**config.mk**
```make
export PLATFORM = sky130hd
export DESIGN_NAME = wide_add_sequencer_flat
export DESIGN_NICKNAME = d
export VERILOG_FILES = /design/src/rtl/wide_add_sequencer_if.sv /design/src/rtl/wide_add_sequencer.sv /design/src/flat_wrapper.sv
export SDC_FILE = /design/constraint.sdc
export NUM_CORES = 1
export LEC_CHECK = 0
export ABC_CLOCK_PERIOD_IN_PS = 15050
export CORE_ASPECT_RATIO = 1.5
export CORE_MARGIN = 10
export CORE_UTILIZATION = 52
export CTS_CLUSTER_DIAMETER = 60
export CTS_CLUSTER_SIZE = 12
export DETAILED_ROUTE_END_ITERATION = 8
export PLACE_DENSITY = 0.83
export RECOVER_POWER = 25
export SLEW_MARGIN = 15
export SYNTH_ARGS = -nofsm -noshare
export SYNTH_HDL_FRONTEND = slang
export SYNTH_SLANG_ARGS = --single-unit
```
**constraint.sdc**
```tcl
create_clock -name clk -period 15.05 [get_ports clk]
set_clock_uncertainty 0.05 [all_clocks]
set_input_delay 1.505 -clock clk [delete_from_list [all_inputs] [get_ports clk]]
set_output_delay 1.505 -clock clk [all_outputs]
set_load 0.01 [all_outputs]
```
**src/rtl/wide_add_sequencer_if.sv**
```systemverilog
// Operand/result handshake bundle for wide_add_sequencer.
// Carries the producer-side operand handshake (in_*), the consumer-side result handshake (out_*) and the busy flag.
// Producer and consumer attach through modport master; the sequencer attaches through modport slave. in_sub exists only with WIDE_ADD_SUB_EN.
interface wide_add_sequencer_if #(
    parameter int NWORDS = 4
);
    localparam int W = 32 * NWORDS;

    logic         in_valid;
    logic         in_ready;
    logic [W-1:0] in_a;
    logic [W-1:0] in_b;
    logic         in_cin;
`ifdef WIDE_ADD_SUB_EN
    logic         in_sub;
`endif
    logic         out_valid;
    logic         out_ready;
    logic [W-1:0] out_sum;
    logic         out_cout;
    logic         busy;

    modport master (
`ifdef WIDE_ADD_SUB_EN
        output in_sub,
`endif
        output in_valid, in_a, in_b, in_cin, out_ready,
        input  in_ready, out_valid, out_sum, out_cout, busy
    );

    modport slave (
`ifdef WIDE_ADD_SUB_EN
        input  in_sub,
`endif
        input  in_valid, in_a, in_b, in_cin, out_ready,
        output in_ready, out_valid, out_sum, out_cout, busy
    );
endinterface

```
**src/rtl/wide_add_sequencer.sv**
```systemverilog
// Purpose: adds two 32*NWORDS-bit operands on one shared 32-bit ripple-carry adder, one word per clock, LSW first.
// Latency: result valid after the NWORDS-th edge following the accept edge; one operation per NWORDS+2 cycles.
// Backpressure: in_ready only in IDLE; result and carry held stable in DONE until out_ready.
//
// Ports: clk, rst_n (async, active low); bus (wide_add_sequencer_if.slave):
//   in_valid/in_ready/in_a/in_b/in_cin[/in_sub] operand handshake,
//   out_valid/out_ready/out_sum/out_cout result handshake, busy (RUN or DONE).
// Optional feature macro: WIDE_ADD_SUB_EN adds in_sub (A - B via ~B and forced carry-in of 1).
module wide_add_sequencer #(
    parameter int NWORDS = 4
) (
    input  logic                    clk,
    input  logic                    rst_n,
    wide_add_sequencer_if.slave     bus
);
    localparam int W  = 32 * NWORDS;
    localparam int IW = $clog2(NWORDS);
    localparam logic [IW-1:0] LAST_IDX = IW'(NWORDS - 1);

    typedef enum logic [1:0] {
        IDLE = 2'd0,
        RUN  = 2'd1,
        DONE = 2'd2
    } state_t;

    state_t        state_q, state_d;
    logic [W-1:0]  a_q, a_d;
    logic [W-1:0]  b_q, b_d;
    logic [W-1:0]  sum_q, sum_d;
    logic          carry_q, carry_d;
    logic          cout_q, cout_d;
    logic [IW-1:0] idx_q, idx_d;

    // Shared 32-bit datapath: operands are words selected from captured
    // registers and carry-in is carry_q, so the ripple chain is the only
    // logic between flops.
    logic [31:0] add_a;
    logic [31:0] add_b;
    logic [31:0] add_sum;
    logic        add_cout;
    logic        rc_c;

    assign add_a = a_q[32*int'(idx_q) +: 32];
    assign add_b = b_q[32*int'(idx_q) +: 32];

    always_comb begin : ripple_carry_adder32
        add_sum = '0;
        rc_c    = carry_q;
        for (int i = 0; i < 32; i++) begin
            add_sum[i] = add_a[i] ^ add_b[i] ^ rc_c;
            rc_c       = (add_a[i] & add_b[i]) | (rc_c & (add_a[i] ^ add_b[i]));
        end
        add_cout = rc_c;
    end

    always_ff @(posedge clk or negedge rst_n) begin
        if (!rst_n) begin
            state_q <= IDLE;
            a_q     <= '0;
            b_q     <= '0;
            sum_q   <= '0;
            carry_q <= 1'b0;
            cout_q  <= 1'b0;
            idx_q   <= '0;
        end else begin
            state_q <= state_d;
            a_q     <= a_d;
            b_q     <= b_d;
            sum_q   <= sum_d;
            carry_q <= carry_d;
            cout_q  <= cout_d;
            idx_q   <= idx_d;
        end
    end

    always_comb begin
        state_d = state_q;
        a_d     = a_q;
        b_d     = b_q;
        sum_d   = sum_q;
        carry_d = carry_q;
        cout_d  = cout_q;
        idx_d   = idx_q;

        case (state_q)
            IDLE: begin
                if (bus.in_valid) begin
                    a_d     = bus.in_a;
                    b_d     = bus.in_b;
                    carry_d = bus.in_cin;
`ifdef WIDE_ADD_SUB_EN
                    // Two's-complement subtract: A + ~B + 1.
                    if (bus.in_sub) begin
                        b_d     = ~bus.in_b;
                        carry_d = 1'b1;
                    end
`endif
                    idx_d   = '0;
                    state_d = RUN;
                end
            end
            RUN: begin
                sum_d[32*int'(idx_q) +: 32] = add_sum;
                carry_d = add_cout;
                if (idx_q == LAST_IDX) begin
                    cout_d  = add_cout;
                    idx_d   = '0;
                    state_d = DONE;
                end else begin
                    idx_d = idx_q + IW'(1);
                end
            end
            DONE: begin
                if (bus.out_ready) begin
                    state_d = IDLE;
                end
            end
            default: state_d = IDLE;
        endcase
    end

    assign bus.in_ready  = (state_q == IDLE);
    assign bus.out_valid = (state_q == DONE);
    assign bus.busy      = (state_q != IDLE);
    assign bus.out_sum   = sum_q;
    assign bus.out_cout  = cout_q;
endmodule

```
**src/flat_wrapper.sv**
```systemverilog
// flat-port wrapper written by rule: the top's interface ports become plain ports
module wide_add_sequencer_flat 
#(
    parameter int NWORDS = 4
)
  (clk, rst_n, bus_in_valid, bus_in_a, bus_in_b, bus_in_cin, bus_out_ready, bus_in_ready, bus_out_valid, bus_out_sum, bus_out_cout, bus_busy);
  wide_add_sequencer_if #(.NWORDS(NWORDS)) bus_i ();
  input  logic clk;
  input  logic rst_n;
  input wire logic [$bits(bus_i.in_valid)-1:0] bus_in_valid;
  input wire logic [$bits(bus_i.in_a)-1:0] bus_in_a;
  input wire logic [$bits(bus_i.in_b)-1:0] bus_in_b;
  input wire logic [$bits(bus_i.in_cin)-1:0] bus_in_cin;
  input wire logic [$bits(bus_i.out_ready)-1:0] bus_out_ready;
  output wire logic [$bits(bus_i.in_ready)-1:0] bus_in_ready;
  output wire logic [$bits(bus_i.out_valid)-1:0] bus_out_valid;
  output wire logic [$bits(bus_i.out_sum)-1:0] bus_out_sum;
  output wire logic [$bits(bus_i.out_cout)-1:0] bus_out_cout;
  output wire logic [$bits(bus_i.busy)-1:0] bus_busy;
  assign bus_i.in_valid = bus_in_valid;
  assign bus_i.in_a = bus_in_a;
  assign bus_i.in_b = bus_in_b;
  assign bus_i.in_cin = bus_in_cin;
  assign bus_i.out_ready = bus_out_ready;
  assign bus_in_ready = bus_i.in_ready;
  assign bus_out_valid = bus_i.out_valid;
  assign bus_out_sum = bus_i.out_sum;
  assign bus_out_cout = bus_i.out_cout;
  assign bus_busy = bus_i.busy;
  wide_add_sequencer #(.NWORDS(NWORDS)) u_core (.clk(clk), .rst_n(rst_n), .bus(bus_i));
endmodule
```
==> summary.md <==
| Metric | Value |
|---|---|
| Initial core utilization | 52.55% |
| Core area | 35100 um^2 |
| Inserted Clock Buffers | 38 |
| Largest net degree at the start of global routing | 190 |
| GRT Total Usage | 23.00% |
| Area leader, netlist | dfrtp_1 |
| Critical Path Max Stage Delay | 700 ps |
| CTS Sinks | 390 |
| Total power | 5922 uW |
| Grt peak-use layer | met2 |
| Nets | 1845 |
| Post-synth net total | 1490 |
| Max-Cap Viols | 5 |
| WP data arrival | 14550 ps |
| Total leakage power | 0.009757 uW |
| Max Fclk | 70.50 MHz |
| Most frequent cell after synthesis | dfrtp_1 |
| Worst hold margin | 431.3 ps |
| Final std cells w/o fill | 2040 |
| Layout cells sized above 1 | 23.29% |
| Worst VDD drop | 0.1367 mV |
| Met2 usage | 38.87% |
| Final worst path period need | 14180 ps |
| Resized cells post-CTS | 0 |
| GRT met1 Usage | 26.35% |
| Critical path endpoint category | flop |
| # Post-CTS Setup Buffers | 0 |
| Vias per cell | 5.779 |
| Initial DRC Count | 777 |
| Required @ worst endpoint | 15420 ps |
| ANT nets after route | 0 |
| CTS H-tree depth | 2 |
| Total wire length | 51400 um |
| Vias in the first global route | 13160 |
| Cell variety after synth | 36 |
| Hold Violations, Final | 0 |
| RR Startpoint | u_core.idx_q[1] |
| Dpl cell area | 22370 um^2 |
| Gr ovfl total | 0 |
| Placed Cells | 1979 |
| TritonCTS clock tree | yes |
| Max_slew headroom | -343.9% |
| Most frequent CP cell | fa_1 |
| Seq/Total Area, Yosys | 52.91% |
| Worst min-delay path class | flop to flop |
| Post-synth EDFFs | 0 |
| Synth-to-layout area growth | 26.72% |
| Detailed placer's ending HPWL | 37830 um |
| Wirelength per Cell | 25.19 um |
| Met3 global-route usage | 5.346% |
| Pins Over Slew Limit | 484 |
| First-pass GRT wire length | 78010 um |
| Reg clk slew, reported paths | 60 ps |
| #FFs+latches synth | 390 |
| I/O pin count | 393 |
| Buffers plus inverters on the worst setup path | 4 |
| Post-synth top cells | 390 x dfrtp_1, 193 x mux2_2, 93 x a32o_1, 84 x nor2b_1, 65 x inv_1 |
| Worst path slowest cell | dfrtp_4 |
| P per Cell Area | 253.3 nW/um^2 |
| Initial antenna violation count | 22 |
| Ys Warns | 0 |
| Synth Area per Inst | 15.49 um^2 |
| Via count | 11790 |
| Root Driver | clkbuf_16 |
| Ys async rst share | 100.0% |
| Finished Cell Area | 23380 um^2 |
| Layout filler cell count | 2531 |
| Worst slew pin tran | 6659 ps |
| Critical path's top delay family | adder cells |
| Remaining DRCs | 0 |
| Gpl congestion | 0.8397 |
| Port buffer count | 392 |
| Die footprint | 43560 um^2 |
| Clock Path Buffers | 3 |
| FP Rows | 84 |
| Top post-synthesis cells by area | dfrtp_1 53%, mux2_2 12%, mux4_2 7.8% |
| Clk_lat worst skew | 530 ps |
| Final Cycle Share | 94.24% |
| Status | finished with violations |
| CP Class | flop to flop |
| Worst Hold Launch | u_core.a_q[21] |
| Setup TNS | 0 ps |
| Pre-antenna DRT Iters | 5 |
| Die width | 173.8 um |
| Mapped Area | 18450 um^2 |
| Die height | 250.7 um |
| Syn Inst Count | 1191 |
| Critical path peak fanout | 28 |
| Crit. Startpoint | u_core.idx_q[1] |
| Most used DFF post-synth | dfrtp_1 |
| Violated checks | capacitance limit, slew limit |
| Setup violations, final | 0 |
| Startpoint Class | flop |
| Share of Yosys cell area claimed by the top area cell type | 52.91% |
| Post-cts hold buffer count | 0 |
| RSZ-0062 raised after global routing | no |
power breakdown:
group	internal (uW)	switching, uW	leakage [uW]
sequential	1530	292	0.00483
combinational	1600	1640	0.00442
clock	480	377	0.000508
total	3610	2310	0.00976
final cells by class:
| type | instances | area, um^2 | area share, % |
|---|---|---|---|
| multi-input combinational | 638 | 7625 | 32.62 |
| inverter | 65 | 244.0 | 1.044 |
| clock buffer | 43 | 1033 | 4.421 |
| tap | 473 | 591.8 | 2.532 |
| antenna | 17 | 42.54 | 0.1820 |
| sequential | 390 | 9767 | 41.78 |
| timing repair buffer | 413 | 4065 | 17.39 |
| clock inverter | 1 | 7.507 | 0.03211 |
worst register-to-register path, delay by kind of cell (launching register included):
kind                     cells  cell delay (ps)
adder cells (fa/ha/maj)     32            12310
flip-flops                   1              700
multiplexers                 1              290
buffers and inverters        4              270
AO/OA/AOI/OAI                1              260
AND/OR/NAND/NOR              1              200
flip-flops by register name, indices dropped and copies added, names as in the netlist:
register,flops
u_core.a_q,128
u_core.b_q,128
u_core.bus.out_sum,128
u_core.idx_q,2
u_core.state_q,2
u_core.bus.out_cout,1
u_core.carry_q,1
logic make-up (layout without fill, tap and decap cells):
logic type	Yosys count	after routing	synth area share, %
other cells	0	17	0
fa+ha+maj	38	38	3.880
buf+inv	163	522	5.650
flops	390	390	52.91
simple gates	145	145	5.854
compound gates	101	101	5.379
mux	354	354	26.33
cells in the final DEF, fill, tap and decap left out, types with 2 or more instances in the layout:
cell type        count
buf_4               16
mux2_4              32
and4b_1              4
a22o_1               3
clkbuf_1             6
nand2b_1             3
mux2_1              65
and4bb_2             4
diode_2             17
dfrtp_4              2
nor2b_1             84
a32o_1              93
mux2_2             193
nor4bb_1            26
clkdlybuf4s50_1    390
nor3b_4              2
inv_1               65
fa_1                32
and2_1              10
clkbuf_16           41
ha_1                 6
mux4_2              64
nand3b_1             4
dfrtp_1            388
through the flow:
stage / utilization (%) / setup WS [ps]
5_1_grt: 66.57 / 443.6
3_3_place_gp: 63.72 / 1008
3_5_place_dp: 63.72 / 869.8
4_1_cts: 66.68 / 833.9
2_1_floorplan: - / 1575
6_report: 66.59 / 866.3
layer usage:
layer  wire length, um  up-vias
met4              2569       12
li1                  -     5063
met3              3147      132
met2             26560      456
met1             19030     6127
met5                84        -
worst paths after layout:
| check | end | slack [ps] | depth (start not counted) |
|---|---|---|---|
| worst max register to register | u_core.bus.out_sum[31] | 870 | 39 |
| worst max-delay path | u_core.bus.out_sum[31] | 870 | 39 |
| worst min register to register | u_core.a_q[21] | 430 | 1 |
| worst min-delay path | u_core.a_q[21] | 430 | 1 |
| max in group asynchronous | u_core.idx_q[1] | 3930 | 2 |
| min in group asynchronous | u_core.b_q[27] | 3430 | 1 |
Power figures use the tool's default switching activity.
